`src/rtl/i2c_target_rx.sv`:
```
// I2C target receiver: synchronises scl/sda, detects bus conditions,
// matches a 7-bit write address and ACKs/streams received data bytes.
module i2c_target_rx #(
    parameter logic [6:0] ADDRESS = 7'h27
) (
    input  logic       clk,
    input  logic       reset,
    input  logic       scl_in,
    input  logic       sda_in,
    output logic       sda_oe,
    input  logic       rx_ready,
    output logic [7:0] rx_data,
    output logic       rx_valid,
    output logic       addr_match,
    output logic       busy,
    output logic       start_det,
    output logic       stop_det
);

    typedef enum logic [2:0] {
        IDLE,
        ADDR,
        ADDR_ACK,
        DATA,
        DATA_ACK,
        IGNORE
    } state_t;

    state_t     state_q, state_d;
    logic [2:0] cnt_q, cnt_d;
    logic [7:0] shift_q, shift_d;
    logic       ack_hi_q, ack_hi_d;
    logic       sda_oe_q, sda_oe_d;
    logic [7:0] rx_data_q, rx_data_d;
    logic       rx_valid_q, rx_valid_d;
    logic       addr_match_q, addr_match_d;
    logic       busy_q, busy_d;
    logic       start_det_q, start_det_d;
    logic       stop_det_q, stop_det_d;

    logic scl_meta_q, scl_meta_d;
    logic scl_sync_q, scl_sync_d;
    logic scl_hist_q, scl_hist_d;
    logic sda_meta_q, sda_meta_d;
    logic sda_sync_q, sda_sync_d;
    logic sda_hist_q, sda_hist_d;

    logic scl_rise, scl_fall;
    logic sda_rise, sda_fall;
    logic bus_start, bus_stop;

    // Two-flop synchroniser plus one history flop per bus line.
    always_comb begin
        scl_meta_d = scl_in;
        scl_sync_d = scl_meta_q;
        scl_hist_d = scl_sync_q;
        sda_meta_d = sda_in;
        sda_sync_d = sda_meta_q;
        sda_hist_d = sda_sync_q;
    end

    // Synchroniser registers; idle bus level is high.
    always_ff @(posedge clk or posedge reset) begin
        if (reset) begin
            scl_meta_q <= 1'b1;
            scl_sync_q <= 1'b1;
            scl_hist_q <= 1'b1;
            sda_meta_q <= 1'b1;
            sda_sync_q <= 1'b1;
            sda_hist_q <= 1'b1;
        end else begin
            scl_meta_q <= scl_meta_d;
            scl_sync_q <= scl_sync_d;
            scl_hist_q <= scl_hist_d;
            sda_meta_q <= sda_meta_d;
            sda_sync_q <= sda_sync_d;
            sda_hist_q <= sda_hist_d;
        end
    end

    assign scl_rise  = scl_sync_q & ~scl_hist_q;
    assign scl_fall  = ~scl_sync_q & scl_hist_q;
    assign sda_rise  = sda_sync_q & ~sda_hist_q;
    assign sda_fall  = ~sda_sync_q & sda_hist_q;
    assign bus_start = sda_fall & scl_sync_q;
    assign bus_stop  = sda_rise & scl_sync_q;

    // Next-state logic: bus conditions override every state.
    always_comb begin
        state_d      = state_q;
        cnt_d        = cnt_q;
        shift_d      = shift_q;
        ack_hi_d     = ack_hi_q;
        sda_oe_d     = sda_oe_q;
        rx_data_d    = rx_data_q;
        rx_valid_d   = 1'b0;
        addr_match_d = addr_match_q;
        busy_d       = busy_q;
        start_det_d  = 1'b0;
        stop_det_d   = 1'b0;
        if (bus_start) begin
            state_d      = ADDR;
            cnt_d        = 3'd7;
            shift_d      = 8'h00;
            ack_hi_d     = 1'b0;
            sda_oe_d     = 1'b0;
            addr_match_d = 1'b0;
            busy_d       = 1'b1;
            start_det_d  = 1'b1;
        end else if (bus_stop) begin
            state_d      = IDLE;
            ack_hi_d     = 1'b0;
            sda_oe_d     = 1'b0;
            addr_match_d = 1'b0;
            busy_d       = 1'b0;
            stop_det_d   = 1'b1;
        end else begin
            unique case (state_q)
                IDLE: begin
                end
                ADDR: begin
                    if (scl_rise) begin
                        shift_d = {shift_q[6:0], sda_sync_q};
                        cnt_d   = cnt_q - 3'd1;
                        if (cnt_q == 3'd0) begin
                            if (shift_q[6:0] == ADDRESS && !sda_sync_q)
                                state_d = ADDR_ACK;
                            else
                                state_d = IGNORE;
                        end
                    end
                end
                ADDR_ACK, DATA_ACK: begin
                    if (scl_fall) begin
                        if (ack_hi_q) begin
                            sda_oe_d = 1'b0;
                            ack_hi_d = 1'b0;
                            state_d  = DATA;
                            cnt_d    = 3'd7;
                        end else if (!sda_oe_q) begin
                            sda_oe_d = 1'b1;
                            if (state_q == ADDR_ACK)
                                addr_match_d = 1'b1;
                        end
                    end else if (scl_rise && sda_oe_q) begin
                        ack_hi_d = 1'b1;
                    end
                end
                DATA: begin
                    if (scl_rise) begin
                        shift_d = {shift_q[6:0], sda_sync_q};
                        cnt_d   = cnt_q - 3'd1;
                        if (cnt_q == 3'd0) begin
                            if (rx_ready) begin
                                rx_data_d  = {shift_q[6:0], sda_sync_q};
                                rx_valid_d = 1'b1;
                                state_d    = DATA_ACK;
                            end else begin
                                state_d = IGNORE;
                            end
                        end
                    end
                end
                IGNORE: begin
                    sda_oe_d = 1'b0;
                end
                default: begin
                    state_d = IDLE;
                end
            endcase
        end
    end

    // Protocol state and output registers.
    always_ff @(posedge clk or posedge reset) begin
        if (reset) begin
            state_q      <= IDLE;
            cnt_q        <= 3'd7;
            shift_q      <= 8'h00;
            ack_hi_q     <= 1'b0;
            sda_oe_q     <= 1'b0;
            rx_data_q    <= 8'h00;
            rx_valid_q   <= 1'b0;
            addr_match_q <= 1'b0;
            busy_q       <= 1'b0;
            start_det_q  <= 1'b0;
            stop_det_q   <= 1'b0;
        end else begin
            state_q      <= state_d;
            cnt_q        <= cnt_d;
            shift_q      <= shift_d;
            ack_hi_q     <= ack_hi_d;
            sda_oe_q     <= sda_oe_d;
            rx_data_q    <= rx_data_d;
            rx_valid_q   <= rx_valid_d;
            addr_match_q <= addr_match_d;
            busy_q       <= busy_d;
            start_det_q  <= start_det_d;
            stop_det_q   <= stop_det_d;
        end
    end

    assign sda_oe     = sda_oe_q;
    assign rx_data    = rx_data_q;
    assign rx_valid   = rx_valid_q;
    assign addr_match = addr_match_q;
    assign busy       = busy_q;
    assign start_det  = start_det_q;
    assign stop_det   = stop_det_q;

endmodule

```
`config.mk`:
```
export PLATFORM = sky130hd
export DESIGN_NAME = i2c_target_rx
export DESIGN_NICKNAME = d
export VERILOG_FILES = /design/src/rtl/i2c_target_rx.sv
export SDC_FILE = /design/constraint.sdc
export NUM_CORES = 1
export LEC_CHECK = 0
export BUFFER_PORTS_ARGS = -buffer_cell sky130_fd_sc_hd__buf_2
export CAP_MARGIN = 20
export CORE_MARGIN = 3
export CORE_UTILIZATION = 35
export DETAILED_ROUTE_END_ITERATION = 10
export SLEW_MARGIN = 20
export SYNTH_ARGS = -nofsm -noshare
export SYNTH_HDL_FRONTEND = slang
export SYNTH_SLANG_ARGS = --single-unit
```
`constraint.sdc`:
```
create_clock -name clk -period 3.4 [get_ports clk]
set_input_delay 0.17 -clock clk [delete_from_list [all_inputs] [get_ports clk]]
set_output_delay 0.17 -clock clk [all_outputs]
set_load 0.02 [all_outputs]
```
==> Word level (Yosys, flattened, before mapping) <==
Cells that the tools add are included.
Widths: inputs -> output; s select.
{ "op_classes": {"addsub": 1, "eq_ne": 19, "n_mux": 49, "bitwise_logic": 12, "n_reduce_logical": 24} }
{ "ops": {"columns": ["operator", "n"], "rows": [
  ["$mux 3", 14],
  ["$mux 1", 28],
  ["$mux 7", 4],
  ["$ne 4x4->1 const B", 6],
  ["$ne 3x1->1 const B", 4],
  ["$pmux 3 s4", 1],
  ["$reduce_bool 3->1", 4],
  ["$reduce_and 5->1", 2],
  ["$reduce_bool 4->1", 2],
  ["$eq 7x6->1 const B", 1],
  ["$reduce_and 7->1", 1],
  ["$and 1x1->1", 6],
  ["$eq 3x2->1 const B", 2],
  ["$eq 3x3->1 const B", 2],
  ["$logic_not 3->1", 2],
  ["$ne 3x3->1 const B", 2],
  ["$not 1->1", 6],
  ["$pmux 3 s2", 1],
  ["$reduce_and 6->1", 1],
  ["$reduce_bool 2->1", 3],
  ["$reduce_or 2->1", 3],
  ["$reduce_and 2->1", 2],
  ["$eq 3x1->1 const B", 1],
  ["$reduce_and 3->1", 1],
  ["5 further kinds", 6]
]} }
{ "totals": {"ff_bits": 34, "input_bits": 5, "word_cells": 122} }

==> Longest topological paths before layout <==
{ "depth": {"word_depth": 8, "mapped_depth": 6, "ltp_nobuf": 6} }

==> Worst setup path after synthesis <==
No wires, ideal clock.
{ "synth_timing": {"path_kind": "reg-to-reg", "startpoint": "register sda_sync_q (netlist: sda_hist_d)", "endpoint": "register state_q[0]", "setup_ns": 0.125, "arrival_ns": 1.780, "required_ns": 3.275, "slack_ns": 1.495, "path_stages_with_launch": 7, "period_less_slack_ns": 1.905, "cell_sequence": "dfstp_2 -> buf_2 -> xor2_1 -> and2_1 -> buf_6 -> a2111oi_4 -> mux2_2"} }
{ "synth_between": {"elab_chain_len": 8, "word_cells_on_any_way": 21, "classes_between": "7 x eq/ne; 6 x mux; 5 x bitwise; 3 x reduce/logical"} }
{ "synth_lines": {"columns": ["element", "line", "text"], "rows": [
  ["start, declared", "45", "logic sda_sync_q, sda_sync_d;"],
  ["start signal, assigned", "76", "sda_sync_q <= sda_sync_d;"],
  ["$logic_not 1->1", "126", "if (shift_q[6:0] == ADDRESS && !sda_sync_q)"],
  ["$logic_and 1x1->1", "126", null],
  ["$mux 3", "126", null],
  ["$mux 3", "125", "if (cnt_q == 3'd0) begin"],
  ["$mux 3", "122", "if (scl_rise) begin"],
  ["$pmux 3 s4", "118", "unique case (state_q)"],
  ["$mux 3", "110", "end else if (bus_stop) begin"],
  ["$mux 3", "101", "if (bus_start) begin"],
  ["end signal, assigned", "189", "state_q <= state_d;"],
  ["end, declared", "29", "state_t state_q, state_d;"]
]} }
Parallel ways exist; a longest one is shown, timed or not. The select of a mux whose other input is x is not followed.
A chain may end at the register's enable or synchronous reset.

==> Worst setup path after layout <==
{ "layout_timing": {"startpoint": "register sda_sync_q (netlist: sda_hist_d)", "endpoint": "register rx_data_q[0] (netlist: rx_data[0])"} }
{ "layout_between": {"elab_chain_len": 5, "word_cells_on_any_way": 8, "classes_between": "7 x bitwise; 1 x reduce/logical"} }
{ "layout_lines": {"columns": ["element", "line", "text"], "rows": [
  ["$not 1->1", "84", "assign sda_fall = ~sda_sync_q & sda_hist_q;"],
  ["$and 1x1->1", "84", null],
  ["$and 1x1->1", "85", "assign bus_start = sda_fall & scl_sync_q;"],
  ["$not 1->1 (no source line)", null, null],
  ["$reduce_and 6->1 (no source line)", null, null],
  ["end signal, assigned", "194", "rx_data_q <= rx_data_d;"],
  ["end, declared", "34", "logic [7:0] rx_data_q, rx_data_d;"]
]} }
Parallel ways exist; a longest one is shown, timed or not.

==> PnR_summary.wiki <==
{| class="wikitable"
! Metric !! Value
|-
| Minimum clock period after layout || 2100 ps
|-
| Leakage power || 0.9082 nW
|-
| Yosys warning count || 0
|-
| Via count || 1,159
|-
| Final std cells w/o fill || 216
|-
| Post-synthesis share of cell area spent on full adders, half adders and majority gates || 0.01542
|-
| Pre-CTS setup slack || 1290 ps
|-
| Slew Limit Headroom || 0.5527
|-
| TritonCTS Buffers || 5
|-
| Sequential cell area fraction in the yosys report || 0.5312
|-
| Number of enable flip-flop cells after synthesis || 0
|-
| Run status || completed
|-
| Cell type of the slowest stage on the worst timing path || sky130_fd_sc_hd__dfstp_2
|-
| Count of inserted antenna diode cells || 0
|-
| Total negative slack || 0 ps
|-
| Mean Syn Cell Area || 11.59 sq um
|-
| # hold bufs at CTS || 3
|-
| Fill cell instance count of the final layout || 416
|-
| Fraction of post-synthesis cell area in the top cell type by area || 0.3855
|-
| Total Nets Final || 170
|-
| Vias in the first global route || 1,142
|-
| Die area || 5489 sq um
|-
| Power Density || 648.1 nW/um^2
|-
| Cell count after placement || 205
|-
| HPWL Detailed || 2237 microns
|-
| Buffer type at the clock tree root || sky130_fd_sc_hd__clkbuf_8
|-
| Compound-Gate Fraction of Synth Area || 0.1380
|-
| Post-route worst setup slack || 1300 ps
|-
| Number of instances resized during post-cts repair || 0
|-
| Area of the multi-input gates || 678.2 sq um
|-
| Mux cell area share after synthesis || 0.1010
|-
| Count of pins over their slew limit || 0
|-
| RSZ-0062 raised after global routing || no
|-
| Family with the most delay on the worst path || simple AND/OR/NAND/NOR gates
|-
| Buffers added on ports || 18
|-
| Critical path launch point type || register
|-
| Fraction of final layout cells sized beyond drive strength 1 || 0.2927
|-
| Syn Std Cell Area || 1623 sq um
|-
| Via count normalized by instance count || 5.366
|-
| P&R area growth vs syn || 16.96%
|-
| Global-route total usage across every layer || 0.1355
|-
| Most used standard cells in the synthesized netlist || sky130_fd_sc_hd__dfrtp_1, sky130_fd_sc_hd__inv_1, sky130_fd_sc_hd__mux2_2, sky130_fd_sc_hd__dfstp_2
|-
| Final core area utilization || 0.4300
|-
| Num Clock Sinks || 34
|-
| Cell taking the most area after synthesis || sky130_fd_sc_hd__dfrtp_1
|-
| Antenna violations before repair || 0
|-
| Antenna violation net count after detailed routing || 0
|-
| Clock network latency to the later pin of the worst-skew pair || 290 ps
|-
| Synth top area cells || sky130_fd_sc_hd__dfrtp_1, sky130_fd_sc_hd__dfstp_2, sky130_fd_sc_hd__mux2_2, sky130_fd_sc_hd__inv_1, sky130_fd_sc_hd__mux2i_1
|-
| Total gr overflow || 0
|-
| Post-synthesis share of cell area spent on and, or, nand and nor gates || 0.1527
|-
| Number of register bits inferred by synthesis || 34
|-
| Combinational family with the most area after synthesis || simple AND/OR/NAND/NOR gates
|-
| Net count after synthesis || 147
|-
| Cell count after synthesis || 140
|-
| Crit Path Max Fanout || 11
|-
| Maximum VDD drop || 0.0003096 V
|-
| Data arrival time at the worst-slack endpoint || 2270 ps
|-
| Placeable core region || 4414 sq um
|-
| Number of DRC violations after detailed-routing iteration 0 || 62
|-
| Ys async rst share || 1.000
|-
| I/O pins || 19
|-
| CTS max path bufs || 2
|-
| Primary FF master, synth || sky130_fd_sc_hd__dfrtp_1
|-
| Die Span Y || 74.09 microns
|-
| Maximum Capacitance Violations || 0
|-
| Buffers inserted by post-CTS timing repair || 0
|-
| Number of distinct library cells after synthesis || 46
|-
| Maximum level of the CTS H-tree || 2
|-
| Crit. End Element || register
|-
| Worst hold-check path type || primary input to register
|-
| Worst Path Buf+Inv || 0
|-
| Sequential standard cell area || 862.1 sq um
|-
| Critical path, cell by cell || xor2_1, and2_1, nor3_4, mux2_2
|-
| Clock Pin Slew Worst Setup and Hold Paths || 70 ps
|-
| Type of the setup path with the least slack || register to register
|-
| Most common cell in the synthesized netlist || sky130_fd_sc_hd__dfrtp_1
|-
| Skew final || 6.307 ps
|-
| WP data required || 3570 ps
|-
| Xor and xnor fraction of the mapped netlist area || 0.01079
|-
| CP max stage delay || 660 ps
|-
| Worst Tran Pin Value || 665.8 ps
|-
| Final hold violation count || 0
|-
| Num rows || 24
|-
| Number of failing setup endpoints in the final timing report || 0
|-
| Initial core utilization || 0.3676
|-
| Maximum operating frequency || 476.1 MHz
|-
| Pin count of the biggest net entering global routing || 35
|-
| Width of the die || 74.09 microns
|-
| Share of the clock period used by the worst path || 0.6177
|-
| DRC violations left || 0
|-
| TritonCTS clock tree || built
|-
| First-pass iteration count of the detailed router || 4
|-
| First-pass GRT wire length || 5575 microns
|-
| Final weighted congestion in routability-driven placement || 0.8489
|-
| Total detailed-routing wirelength || 3268 microns
|-
| Avg WL per Cell || 15.13 microns
|}
metal layers:
| metal | vias up | global-route usage | routed length (microns) |
|---|---|---|---|
| met3 | 9 | 0.04730 | 144 |
| met2 | 31 | 0.2057 | 1500 |
| met4 | 0 | 0.05835 | 51 |
| li1 | 548 | - | - |
| met1 | 571 | 0.1762 | 1572 |
| met5 | - | 0 | 0 |
worst paths after layout:
path / to / slack (ps) / depth (start not counted) / startpoint
max in group asynchronous: cnt_q[1] / 2540 / 4 / reset
min in group asynchronous: busy / 530 / 4 / reset
setup reg to reg: rx_data[0] / 1300 / 4 / sda_hist_d
setup / recovery: rx_data[0] / 1300 / 4 / sda_hist_d
hold / removal: rx_valid / 260 / 3 / rx_ready
hold reg to reg: scl_hist_d / 350 / 0 / scl_meta_q
sequential cells by signal, summed over array words and instances, names as in the netlist:
signal / count
rx_data: 8
shift_q: 7
cnt_q: 3
state_q: 3
ack_hi_q: 1
addr_match: 1
busy: 1
rx_valid: 1
scl_hist_d: 1
scl_hist_q: 1
scl_meta_q: 1
sda_hist_d: 1
sda_hist_q: 1
sda_meta_q: 1
sda_oe: 1
start_det: 1
stop_det: 1
cell usage in the layout (no fill, tap or decap), types with 2 or more instances in the layout:
cell,n
sky130_fd_sc_hd__a22o_1,4
sky130_fd_sc_hd__dfrtp_1,25
sky130_fd_sc_hd__a21oi_1,3
sky130_fd_sc_hd__mux2i_1,4
sky130_fd_sc_hd__nand3_1,2
sky130_fd_sc_hd__nand2_1,6
sky130_fd_sc_hd__nor2_1,6
sky130_fd_sc_hd__nand3b_1,3
sky130_fd_sc_hd__o211ai_1,2
sky130_fd_sc_hd__nor3b_1,3
sky130_fd_sc_hd__nand2b_1,3
sky130_fd_sc_hd__nor3_1,4
sky130_fd_sc_hd__o22ai_1,2
sky130_fd_sc_hd__dfstp_2,9
sky130_fd_sc_hd__clkbuf_8,6
sky130_fd_sc_hd__inv_1,13
sky130_fd_sc_hd__dlygate4sd3_1,3
sky130_fd_sc_hd__nor2b_1,4
sky130_fd_sc_hd__buf_2,18
sky130_fd_sc_hd__o21ai_0,2
sky130_fd_sc_hd__a22oi_1,3
sky130_fd_sc_hd__mux2_2,11
sky130_fd_sc_hd__ha_1,2
tightest hold or removal path: stages:
cell and delay, ps:
sky130_fd_sc_hd__buf_2 110, sky130_fd_sc_hd__nand3_1 120, sky130_fd_sc_hd__nor3_4 90
per-stage QoR:
step | hold slack [ps] | cell area [sq um] | total power, mW
after global routing | 275.2 | 1898 | 1.309
after CTS | 250.2 | 1898 | 1.245
after global placement | 276.7 | 1752 | 0.8332
final | 256.7 | 1898 | 1.230
after detailed placement | 276.8 | 1752 | 0.8493
after floorplan | 174.5 | 1623 | 0.7825
area by class of cell:
type                            count  share of cell area
Multi-Input combinational cell     87              0.3573
Sequential cell                    34              0.4542
Timing Repair Buffer               22             0.06724
Clock inverter                      1             0.01582
Inverter                           13             0.02571
Tap cell                           52             0.03428
Clock buffer                        7             0.04548
power breakdown:
part	leakage, nW	internal [mW]	switching [mW]
registers	0.433	0.472	0.0961
logic	0.417	0.134	0.140
clock network	0.0585	0.239	0.149
total	0.908	0.845	0.385
cell families after synthesis:
logic type,Yosys count
AND/OR/NAND/NOR,40
XOR/XNOR,2
adder cells (fa/ha/maj),2
multiplexers,15
AO/OA/AOI/OAI,28
buffers and inverters,19
flip-flops,34
Note: power is estimated with default switching activity, not from simulation.
